## src/rtl/msrv32_pc_gen.sv

```systemverilog
// msrv32_pc_gen: program counter generator for the MSRV32 core.
// Chooses the next PC from boot, MRET, trap and branch/sequential sources.
// Stalls on instruction-bus backpressure and parks a redirect seen
// during a stall until the bus accepts it.
// Optional feature macro: MSRV32_MISALIGN_TRAP_EN. When it is defined,
// a taken branch to a target that is not 4-byte aligned is reported
// and suppressed. When it is not defined, targets are forced to word
// alignment.
module msrv32_pc_gen #(
    parameter logic [31:0] BOOT_ADDRESS = 32'h0000_0000
) (
    input  logic        ms_riscv32_mp_clk_in,
    input  logic        ms_riscv32_mp_rst_in,
    input  logic [1:0]  pc_src_in,
    input  logic        branch_taken_in,
    input  logic [31:0] iaddr_in,
    input  logic [31:0] epc_in,
    input  logic [31:0] trap_address_in,
    input  logic        ahb_ready_in,
    output logic [31:0] pc_out,
    output logic [31:0] pc_plus_4_out,
    output logic [31:0] i_addr_out,
    output logic        flush_out,
    output logic        misaligned_instr_out
);

    typedef enum logic [1:0] {BOOT, RUN, HOLD} state_t;

    state_t      state_q, state_d;
    logic [31:0] pc_q, pc_d;
    logic [31:0] pending_q, pending_d;
    logic        flush_q, flush_d;
    logic [31:0] target_c;
    logic [31:0] next_pc;
    logic [31:0] i_addr_c;
    logic        redirect;
    logic        misaligned;

`ifdef MSRV32_MISALIGN_TRAP_EN
    // Clear only bit 0; bit 1 stays visible so misalignment can be detected.
    assign target_c   = iaddr_in & 32'hFFFF_FFFE;
    assign misaligned = (pc_src_in == 2'b11) & branch_taken_in & target_c[1];
`else
    // Force word alignment; a taken branch always redirects.
    assign target_c   = iaddr_in & 32'hFFFF_FFFC;
    assign misaligned = 1'b0;
`endif

    assign pc_plus_4_out = pc_q + 32'd4;

    // Anything other than a sequential step is a change of flow.
    assign redirect = (pc_src_in != 2'b11) | branch_taken_in;

    // Select the next PC from the requested source.
    always_comb begin
        next_pc = pc_plus_4_out;
        case (pc_src_in)
            2'b00:   next_pc = BOOT_ADDRESS;
            2'b01:   next_pc = epc_in;
            2'b10:   next_pc = trap_address_in;
            default: next_pc = branch_taken_in ? target_c : pc_plus_4_out;
        endcase
    end

    // Next-state, PC update, pending capture and fetch address.
    always_comb begin
        state_d   = state_q;
        pc_d      = pc_q;
        pending_d = pending_q;
        flush_d   = 1'b0;
        i_addr_c  = pc_q;
        case (state_q)
            BOOT: begin
                state_d = RUN;
            end
            RUN: begin
                // A misaligned branch freezes the PC; the trap follows later.
                if (!misaligned) begin
                    if (ahb_ready_in) begin
                        i_addr_c = next_pc;
                        pc_d     = next_pc;
                        flush_d  = redirect;
                    end else if (redirect) begin
                        pending_d = next_pc;
                        state_d   = HOLD;
                    end
                end
            end
            HOLD: begin
                i_addr_c = pending_q;
                if (!misaligned) begin
                    if (ahb_ready_in) begin
                        // A fresh redirect in the release cycle beats the parked one.
                        state_d = RUN;
                        flush_d = 1'b1;
                        if (redirect) begin
                            i_addr_c = next_pc;
                            pc_d     = next_pc;
                        end else begin
                            pc_d = pending_q;
                        end
                    end else if (redirect) begin
                        pending_d = next_pc;
                    end
                end
            end
            default: begin
                state_d = BOOT;
            end
        endcase
        if (ms_riscv32_mp_rst_in) begin
            i_addr_c = BOOT_ADDRESS;
        end
    end

    // State and PC registers with synchronous reset.
    always_ff @(posedge ms_riscv32_mp_clk_in) begin
        if (ms_riscv32_mp_rst_in) begin
            state_q   <= BOOT;
            pc_q      <= BOOT_ADDRESS;
            pending_q <= 32'h0000_0000;
            flush_q   <= 1'b0;
        end else begin
            state_q   <= state_d;
            pc_q      <= pc_d;
            pending_q <= pending_d;
            flush_q   <= flush_d;
        end
    end

    assign pc_out               = pc_q;
    assign i_addr_out           = i_addr_c;
    assign flush_out            = flush_q | ((state_q == BOOT) & ~ms_riscv32_mp_rst_in);
    assign misaligned_instr_out = misaligned;

endmodule

```

## config.mk

```make
export PLATFORM = sky130hd
export DESIGN_NAME = msrv32_pc_gen
export DESIGN_NICKNAME = d
export VERILOG_FILES = /design/src/rtl/msrv32_pc_gen.sv
export SDC_FILE = /design/constraint.sdc
export NUM_CORES = 1
export LEC_CHECK = 0
export BUFFER_PORTS_ARGS = -buffer_cell sky130_fd_sc_hd__buf_4
export CAP_MARGIN = 25
export CORE_MARGIN = 2
export CORE_UTILIZATION = 45
export DETAILED_ROUTE_END_ITERATION = 7
export PLACE_DENSITY_LB_ADDON = 0.15
export SETUP_SLACK_MARGIN = 0.05
export SYNTH_ARGS = -nofsm -noshare
export SYNTH_HDL_FRONTEND = slang
export SYNTH_SLANG_ARGS = --single-unit
```

## constraint.sdc

```tcl
create_clock -name ms_riscv32_mp_clk_in -period 2.4 [get_ports ms_riscv32_mp_clk_in]
set_clock_uncertainty 0.15 [all_clocks]
set_input_delay 0 -clock ms_riscv32_mp_clk_in [delete_from_list [all_inputs] [get_ports ms_riscv32_mp_clk_in]]
set_output_delay 0 -clock ms_riscv32_mp_clk_in [all_outputs]
set_load 0.005 [all_outputs]
```

; After elaboration in Yosys (flattened, before gate mapping)
; Cells that the tools add are included.
[word_totals]
reg_bits = 67
input_bits = 102
out_inout_bits = 98
elab_cells = 41
[classes]
add_sub_neg = 1
n_eq_ne = 8
n_mux = 16
bitwise = 5
n_reduce_logical = 7
[ops]
columns = operator, count
row1 = 2-to-1 mux 32 bit, 6
row2 = case mux 32 bit (2 select lines), 2
row3 = case mux 32 bit (3 select lines), 1
row4 = "adder 32 x 3 -> 32 bit, second input constant", 1
row5 = "inequality test 2 bit, second input constant", 4
row6 = 2-to-1 mux 2 bit, 3
row7 = case mux 2 bit (3 select lines), 1
row8 = "== test 2 x 1 -> 1 bit, second input constant", 2
row9 = "== test 2 bit, second input constant", 2
row10 = zero test 2 bit, 2
row11 = AND reduction 2 bit, 2
row12 = AND reduction 3 bit, 1
row13 = 2-to-1 mux 1 bit, 2
row14 = NOT 1 bit, 2
row15 = bitwise OR 1 bit, 2
row16 = case mux 1 bit (2 select lines), 1
row17 = nonzero test 2 bit, 1
row18 = OR reduction 2 bit, 1
row19 = bitwise AND 1 bit, 1

; Logic depth before layout (Yosys ltp)
; Gate-level depths: netlist (run 1).
[logic_depth]
depth_word = 7
depth_mapped = 9

; Least setup slack after synthesis (run 1)
; OpenSTA, ideal clock, no wires.
[synth_path]
path_kind = flip-flop to flip-flop
start = register pc_q[21], in the netlist pc_out[21]
end = register pc_q[31], in the netlist pc_out[31]
t_arrival_ns = 2.116
required_time_ns = 2.111
slack_ns = -0.006
path_stages_with_launch = 8
n_path_buf = 1
cell_sequence = dfxtp_1 -> clkbuf_1 -> nand3_1 -> or4_1 -> nor3_1 -> xor2_1 -> o41ai_1 -> o2111ai_1
[synth_via]
elab_chain_cells = 6
word_cells_on_any_way = 7
cone_classes = 1 x add/sub / 6 x mux
[synth_lines]
columns = item, line
row1 = "start, declared", 30  ; logic [31:0] pc_q, pc_d;
row2 = "start signal, assigned", 125  ; pc_q <= pc_d;
row3 = adder 32 x 3 -> 32 bit (*), 49  ; assign pc_plus_4_out = pc_q + 32'd4;
row4 = via pc_plus_4_out[31], 21  ; output logic [31:0] pc_plus_4_out,
row5 = 2-to-1 mux 32 bit (*), 61  ; default: next_pc = branch_taken_in ? target_c : pc_plus_4_out;
row6 = case mux 32 bit (3 select lines) (*), 57  ; case (pc_src_in)
row7 = 2-to-1 mux 32 bit, -
row8 = 2-to-1 mux 32 bit, 92  ; if (ahb_ready_in) begin
row9 = case mux 32 bit (2 select lines) (*), 72  ; case (state_q)
; Mark *: on every way through the listed nets, which the timed path passes. The rest lies on a longest branch. The select of a mux whose other input is x is not followed.
; A chain may end at the register's enable or synchronous reset.

; Worst setup path after layout (run 1)
[layout_path]
start = register pc_q[19], in the netlist pc_out[19]
end = output port i_addr_out[25]
[layout_via]
elab_chain_cells = 7
word_cells_on_any_way = 8
cone_classes = 1 x add/sub / 7 x mux
[layout_lines]
columns = item, line
row1 = adder 32 x 3 -> 32 bit (*), 49
row2 = 2-to-1 mux 32 bit (*), 61
row3 = case mux 32 bit (3 select lines) (*), 57
row4 = 2-to-1 mux 32 bit, -
row5 = 2-to-1 mux 32 bit, 92
row6 = case mux 32 bit (2 select lines) (*), 72
row7 = 2-to-1 mux 32 bit (*), 111  ; if (ms_riscv32_mp_rst_in) begin
row8 = "end, declared", 22  ; output logic [31:0] i_addr_out,
; Mark *: on every way between the ends. The rest lies on a longest branch, timed or not.

==> results.md, run 1 <==
- STA classifies the critical path startpoint as a flop.
- The signal on the critical path passes through nand3_2 > or4_4 > buf_12 > buf_12 > buf_4 > nor2_4 > a211oi_2 > nor4_2 > a211oi_2 > buf_4.
- The maximum net fanout on the critical path is 4.
- The most used routing layer in global routing is met2.
- With fillers left out, the area of the finished cells amounts to 9740 µm².
- Summing all flip-flop and latch instances after layout gives 1360 µm².
- Of the synthesized area, sequential elements account for 0.208.
- The layout has 1,181 filler cells.
- Once placement finished, the instance area stood at 8650 µm².
- Dividing the detail-routed wire length by the instance count gives 21.9 µm.
- The number of hold-slack violations in the final timing report is 0.
- The final worst slack is -0.239 ns.
- The CTS tree is built.
- The total nets after synthesis is 1,071.
- By count the netlist is led by 136 x sky130_fd_sc_hd__nor2_1, 89 x sky130_fd_sc_hd__o21ai_0, 86 x sky130_fd_sc_hd__nand2_1.
- The wire length reported by the detailed router is 30,500 µm.
- The tool flagged a number of max-cap violations equal to 0.
- The number of antenna violations at the first check in global routing is 0.
- On the worst path, the slowest cell contributes a delay of 0.55 ns.
- Measured along the y axis, the die boundary spans 124 µm.
- The tightest hold path in the finished design has a slack of 0.00461 ns.
- The floorplan step defined a die boundary enclosing 15,300 µm².
- Clock-pin slew was measured on the worst setup and hold paths at 0.06 ns.
- After the last flow step, the layout net total stands at 1,319.
- The kind of critical path is flop to primary output.
- The kind of cell adding the most delay to the critical path is simple AND/OR/NAND/NOR gates.
- The core area is 13,900 µm².
- The area occupied by multi-input gates is 5080 µm².
- The slowest stage of the critical path belongs to the cell sky130_fd_sc_hd__or4_4.
- Pin placement for this block handled 200 I/O pins.
- The final number of max-transition violations came to 0.
- 0 antenna diodes ended up in the layout.
- In the synthesized netlist the async set-or-reset flop fraction comes to 0.
- The count of warnings emitted by yosys is 0.
- For the pin with the worst max-slew slack, the measured transition is 0.569 ns.
- Clock latency on the worst-skew pair, taken at its later pin, is 0.34 ns.
- Dividing the detail-routed via count by the number of cells gives 6.54.
- The global-route track usage on met3 is 0.0751.
- Relative to the synthesized area, the layout overhead comes to 51.0%.
- In this run the remaining antenna-violating nets after routing total 0.
- The number of optimization iterations in the first detailed-route pass is 8.
- For this design the ratio of total power to cell area is 577 nW/µm².
- The number of global-route vias before repair is 8,250.
- The worst setup path is captured at a primary output.
- The overall track demand over capacity in global routing is 0.383.
- For this block, the initial DRC count from the detailed router was 1,430.
- The via count is 9,131.
- The final reports fail on negative setup slack.
- Counting flops with a built-in enable in the synthesized netlist gives 0.
- The first global-routing pass estimated 45,000 µm of wire.
- The data required time of the critical path is 2.25 ns.
- The number of synthesized register bits is 67.
- In the post-synthesis netlist, the biggest area contributors are sky130_fd_sc_hd__dfxtp_1 21%, sky130_fd_sc_hd__nor2_1 7.9%, sky130_fd_sc_hd__o21ai_0 6.9%.
- The number of H-tree levels is 3.
- The path category of the worst min-delay check is input port to flop.
- The width of the die is 124 µm.
- The share of synthesized area in the top cell type comes to 0.208.
- Setup repair after global routing could not meet its margin everywhere.
- The site row count is 43.
- The netlist area before placement is 6450 µm².
- Across the VDD grid, the largest voltage drop is 0.354 mV.
- The final clock period utilization by the worst path is 1.10.
- The run finished, with violations left.
- Buffers inserted during clock tree synthesis total 9.
- In this run the tightest slew margin relative to its limit is 0.621.
- After synthesis, the mean cell area works out to 6.68 µm².
- Measured on the finished design, the core utilization comes to 0.699.
- The synthesized instance count is 965.
- The clock tree buffer depth is 2.
- The number of distinct library cell variants in the gate-level netlist after synthesis is 69.
- The biggest area contributor in the post-synthesis netlist is sky130_fd_sc_hd__dfxtp_1.
- The analysis attributes to cell leakage a power of 4.13 nW.
- At the end of routability-driven placement, the weighted congestion stood at 0.981.
- The proportion of layout cells with a drive suffix above 1 is 0.363.
- After detailed routing, the number of remaining DRC violations is 0.
- The leading register cell type out of synthesis is sky130_fd_sc_hd__dfxtp_1.
- The number of setup violations in the final report is 20.
- For this run, the top clock speed supported by timing is 379 MHz.
- The count of clock tree sinks is 67.
- Entering global routing, the biggest net connects 78 pins.
- The setup TNS is -2.71 ns.
- The total global routing overflow is 0.
- Power comes to 5.62 mW.
- STA puts the critical path data arrival time at 2.49 ns.
- CTS placed an instance of sky130_fd_sc_hd__clkbuf_16 at the clock tree root.
- By instance count, the leading cell after synthesis is sky130_fd_sc_hd__nor2_1.
- For this run, global-route usage on met1 was measured as 0.513.
- The met2 usage in global routing is 0.585.
- The worst path buffer plus inverter count is 4.
- Detailed placement finished with a half-perimeter wire length of 21,100 µm.
- The initial utilization of the core area, before any placement, comes to 0.463.
- In this run the tool buffered the top-level ports with 196 buffer cells.
- The final period demand of the worst path is 2.64 ns.
## final timing paths
path | start | to | slack, ns | cells past startpoint
worst max-delay path | pc_out[19]$_SDFFE_PP0P_ | i_addr_out[25] | -0.24 | 10
worst min-delay path | trap_address_in[26] | pending_q[26]$_SDFFE_PP0P_ | 0.005 | 4
worst max register to register | pc_out[19]$_SDFFE_PP0P_ | pc_out[25]$_SDFFE_PP0P_ | 0.04 | 9
worst min register to register | pending_q[22]$_SDFFE_PP0P_ | pending_q[22]$_SDFFE_PP0P_ | 0.32 | 2
## flip-flops by register name, indices dropped and copies added (netlist names)
signal	count
state_q	2
pc_out	32
flush_q	1
pending_q	32
## layer usage
layer	vias up	share of wire	wire (µm)
li1	4092	-	-
met1	4173	0.40	12100
met2	726	0.44	13400
met3	140	0.12	3610
met4	0	0.047	1430
met5	-	0	0
## through the flow
stage | instances | setup WS (ns)
floorplan | 965 | 0.0775
global placement | 1351 | 0.0498
detailed placement | 1351 | -0.0465
CTS | 1384 | -0.191
global route | 1396 | -0.336
finish | 1396 | -0.239
## logic make-up after synthesis
group / synth area share
adders and majority gates: 0.00776
muxes: 0.0206
other: 0.000582
xor gates and xnor gates: 0.0312
buffers and inverters: 0.0761
and+or+nand+nor: 0.254
AOI/OAI and AO/OA: 0.402
DFF: 0.208
## power breakdown
group | switching (mW) | leakage [nW] | internal [mW]
Combinational | 1.54 | 3.43 | 1.29
Sequential | 0.145 | 0.554 | 1.28
Clock | 0.544 | 0.141 | 0.819
Total | 2.23 | 4.13 | 3.39
## timing repair
| item | in CTS | in global routing |
|---|---|---|
| pin swaps | 37 | 23 |
| setup endpoints to repair | 34 | 46 |
| buffers inserted | 9 | 12 |
| resized for setup | 56 | 76 |
| endpoints found under the hold margin | 11 | 0 |
| hold buffers | 11 | 0 |
## layout by cell type, fill, tap and decap left out, drive strengths merged, types with 9 or more instances in the layout
cell	netlist	routed
buf	18	328
o22ai	10	10
nor2	136	136
nor3	20	20
and3	9	9
nor4	11	11
nand3	21	21
a22oi	9	9
nand2	86	86
a31oi	16	16
a311oi	9	9
clkbuf	84	11
nand4	13	13
inv	19	20
a211oi	37	37
nor2b	15	15
nand2b	10	10
a22o	13	13
o211ai	15	15
o21ai	90	90
dlygate4sd3	0	11
o21a	14	14
a21oi	81	81
mux2i	11	11
a221oi	19	19
xnor2	16	16
dfxtp	67	67
## worst register-to-register path, cell delays in order, from the launching register on
cell and delay, ns:
sky130_fd_sc_hd__dfxtp_2 0.35, sky130_fd_sc_hd__nand3_2 0.10, sky130_fd_sc_hd__or4_4 0.55, sky130_fd_sc_hd__buf_12 0.17, sky130_fd_sc_hd__buf_12 0.12, sky130_fd_sc_hd__buf_4 0.14
sky130_fd_sc_hd__or3_4 0.37, sky130_fd_sc_hd__a21oi_2 0.14, sky130_fd_sc_hd__o21ai_1 0.06, sky130_fd_sc_hd__a21oi_1 0.14
## final cells by class
type / instances / area share
Multi-Input combinational cell: 776 / 0.522
Timing Repair Buffer: 339 / 0.278
Sequential cell: 67 / 0.140
Clock buffer: 11 / 0.0249
Tap cell: 180 / 0.0231
Inverter: 20 / 0.00797
Clock inverter: 3 / 0.00411
No activity file was read; power rests on OpenSTA's default activity.
==> inputs of run 2 (changes only) <==
==> constraint.sdc (replaced) <==
create_clock -name ms_riscv32_mp_clk_in -period 3.4 [get_ports ms_riscv32_mp_clk_in]
set_clock_uncertainty 0.15 [all_clocks]
set_input_delay 0 -clock ms_riscv32_mp_clk_in [delete_from_list [all_inputs] [get_ports ms_riscv32_mp_clk_in]]
set_output_delay 0 -clock ms_riscv32_mp_clk_in [all_outputs]
set_load 0.005 [all_outputs]
==> results.md, run 2 (same netlist as run 1, synthesis figures left out) <==
- The number of setup violations in the final report is 0 (was 20).
- The met1 routed wirelength after detailed routing is 11,600 µm (was 12,100 µm).
- The count of unresolved DRC violations after routing is 0 (unchanged).
- The largest net degree at the start of global routing is 74 (was 78).
- The final number of max-transition violations is 0 (unchanged).
- The post-placement cell area is 8050 µm² (was 8650 µm²).
- The path category of the worst min-delay check is input port to flop (unchanged).
- The clock edge transition at the registers on the reported setup and hold paths is 0.06 ns (about the same).
- The starting utilization of the core area is 0.463 (unchanged).
- The kind of critical path is flop to primary output (unchanged).
- The final period demand of the worst path is 3.23 ns.
- The width of the die was 124 µm (unchanged).
- The startpoint of the most critical hold path is iaddr_in[17] (was trap_address_in[26]).
- The amount of wire on met2 after detailed routing is 12,500 µm (was 13,400 µm).
- The total non-filler cell area in the finished layout was 8480 µm² (was 9740 µm²).
- The average wire per standard cell is 21.8 µm (was 21.9 µm).
- Commonest cells after routing, fill and taps aside: 239 x sky130_fd_sc_hd__buf_4, 135 x sky130_fd_sc_hd__nor2_1, 89 x sky130_fd_sc_hd__o21ai_0, 86 x sky130_fd_sc_hd__nand2_1, 81 x sky130_fd_sc_hd__a21oi_1 (was 309 x sky130_fd_sc_hd__buf_4, 129 x sky130_fd_sc_hd__nor2_1, 82 x sky130_fd_sc_hd__nand2_1, 78 x sky130_fd_sc_hd__a21oi_1, 76 x sky130_fd_sc_hd__o21ai_0).
- The kind of cell adding the most delay to the critical path was simple AND/OR/NAND/NOR gates (unchanged).
- Setup repair after global routing missed its margin: false (was true).
- The via count is 8,563 (was 9,131).
- The number of H-tree levels is 3 (unchanged).
- The endpoint of the lowest-slack register-to-register path was pending_q[21]$_SDFFE_PP0P_ (was pc_out[25]$_SDFFE_PP0P_).
- The number of top-level design ports is 200 (unchanged).
- The actual slew at the worst max-slew pin is 0.947 ns (was 0.569 ns).
- The ratio of routed vias to standard cells is 6.53 (was 6.54).
- The first-iteration detailed-routing DRC count is 1,108 (was 1,430).
- The startpoint of the worst-slack reg-to-reg timing path is state_q[0]$_SDFFE_PP0P_ (was pc_out[19]$_SDFFE_PP0P_).
- The number of antenna diodes is 0 (unchanged).
- The instance count on the critical path is 8 (was 10).
- The site row count was 43 (unchanged).
- The number of global-route vias before repair was 7,820 (was 8,250).
- The final clock period utilization by the worst path is 0.950.
- The number of cells on the worst reg-to-reg path is 9 (unchanged).
- The worst-case vdd ir drop is 0.439 mV (was 0.354 mV).
- The half-perimeter wire length after detailed placement came to 19,500 µm (was 21,100 µm).
- The register-to-register setup slack is 0.53 ns (was 0.04 ns).
- Status: complete, no violations (was finished, violations left).
- The proportion of layout cells with a drive suffix above 1 is 0.244 (was 0.363).
- The weighted congestion at the end of routability-driven global placement is 0.974 (was 0.981).
- Critical path, cell by cell: ha_1 > and2_1 > nand3_1 > nor2_1 > a211o_1 > nand2_1 > o32ai_1 > buf_4 (was nand3_2 > or4_4 > buf_12 > buf_12 > buf_4 > nor2_4 > a211oi_2 > nor4_2 > a211oi_2 > buf_4).
- The max-capacitance violation count is 0 (unchanged).
- The wire length of the first global-routing pass was 43,200 µm (was 45,000 µm).
- The overall track demand over capacity in global routing came to 0.368 (was 0.383).
- The worst path buffer plus inverter count was 1 (was 4).
- The capture endpoint of the worst hold path is pc_out[17]$_SDFFE_PP0P_ (was pending_q[26]$_SDFFE_PP0P_).
- The total CTS buffers is 9 (unchanged).
- The count of clock tree sinks was 67 (unchanged).
- The area added between synthesis and finish is 31.5% (was 51.0%).
- The met3 wire length is 3430 µm (was 3610 µm).
- The CTS tree is built (unchanged).
- The top layer used by detailed routing is met4 (unchanged).
- The power density relative to cell area is 426 nW/µm² (was 577 nW/µm²).
- The area of the die came to 15,300 µm² (unchanged).
- Timing would allow up to 310 MHz.
- The total global routing overflow is 0 (unchanged).
- The post-detailed-route count of antenna-violating nets is 0 (unchanged).
- The maximum net fanout on the critical path was 11 (was 4).
- The number of optimization iterations in the first detailed-route pass is 6 (was 8).
- The floorplan die height is 124 µm (unchanged).
- The arrival time reported for the critical path endpoint is 3.08 ns (was 2.49 ns).
- The max-slew headroom at the worst pin is 0.368 (was 0.621).
- The number of antenna violations at the first check in global routing is 0 (unchanged).
- The setup TNS is 0 ns (was -2.71 ns).
- The leakage power figure is 3.52 nW (was 4.13 nW).
- The core area is 13,900 µm² (unchanged).
- The clock latency at the later pin of the worst-skew pair was 0.35 ns (was 0.34 ns).
- The wire length reported by the detailed router is 28,600 µm (was 30,500 µm).
- The type of element capturing the critical path is a primary output (unchanged).
- The final net count was 1,233 (was 1,319).
- The critical path launch point type is a flop (unchanged).
- The most common library cell in the layout ignoring fill and taps is sky130_fd_sc_hd__buf_4 (unchanged).
- The clock tree buffer depth is 2 (unchanged).
- The cell with the largest stage delay on the worst path was sky130_fd_sc_hd__nor2_1 (was sky130_fd_sc_hd__or4_4).
- The worst hold path depth is 4 (unchanged).
- The delay contributed by the slowest stage of the critical path is 0.58 ns (was 0.55 ns).
- The root buffer selected by CTS is sky130_fd_sc_hd__clkbuf_16 (unchanged).
- The data required time of the critical path is 3.25 ns (was 2.25 ns).
- The number of hold-slack violations in the final timing report is 0 (unchanged).
- The number of buffers inserted by port buffering is 196 (unchanged).
-- run 2: power by group --
part	leakage [nW]	internal, mW	switching, mW
Combinational	2.83	0.725	0.901
Clock	0.137	0.532	0.370
Sequential	0.550	0.900	0.183
-- run 2: stage by stage --
| stage | cells | hold WS [ns] | power, mW | setup WS, ns | util |
|---|---|---|---|---|---|
| 2_1_floorplan | 965 | 0.0468 | 1.91 | 0.994 | - |
| 3_3_place_gp | 1281 | 0.199 | 2.64 | 0.604 | 0.578 |
| 3_5_place_dp | 1281 | 0.194 | 2.65 | 0.551 | 0.578 |
| 4_1_cts | 1311 | 0.00640 | 3.56 | 0.173 | 0.607 |
| 5_1_grt | 1312 | 0.0547 | 3.79 | 0.0927 | 0.609 |
| 6_report | 1312 | 0.0103 | 3.61 | 0.172 | 0.609 |
-- run 2: cell type report --
cell class	count	area [µm²]
inverters	20	75.1
flip-flops and latches	67	1340
clock buffers	14	264
repair buffers	253	1930
multi-input cells	776	4630
well taps	180	225
fillers	1351	5450
clock inverters	2	10.0
-- run 2: worst max path at each step --
stage                                 start                       to  slack (ns)
floorplan           pc_out[21]$_SDFFE_PP0P_  pc_out[31]$_SDFFE_PP0P_        0.99
global placement    pc_out[11]$_SDFFE_PP0P_           i_addr_out[31]        0.60
detailed placement   pc_out[4]$_SDFFE_PP0P_           i_addr_out[31]        0.55
CTS                  pc_out[2]$_SDFFE_PP0P_           i_addr_out[31]        0.17
global route         pc_out[2]$_SDFFE_PP0P_           i_addr_out[16]        0.09
finish               pc_out[2]$_SDFFE_PP0P_           i_addr_out[22]        0.17
-- run 2: timing repair --
item / 4_1_cts / 5_1_grt
setup buffers: 0 / 1
resized for setup: 0 / 2
hold buffers: 14 / 0
endpoints found under the hold margin: 25 / 0
setup endpoints to repair: 0 / 2
-- run 2: per-layer routing --
layer | vias to the layer above | GRT usage
li1 | 3912 | -
met1 | 3975 | 0.503
met2 | 588 | 0.555
met3 | 88 | 0.0746
met4 | 0 | 0.172
met5 | - | 0
-- run 2: tightest hold or removal path: stages --
cell and delay [ns]:
sky130_fd_sc_hd__buf_4 0.11, sky130_fd_sc_hd__mux2i_1 0.11, sky130_fd_sc_hd__a211o_1 0.15, sky130_fd_sc_hd__a221oi_1 0.07
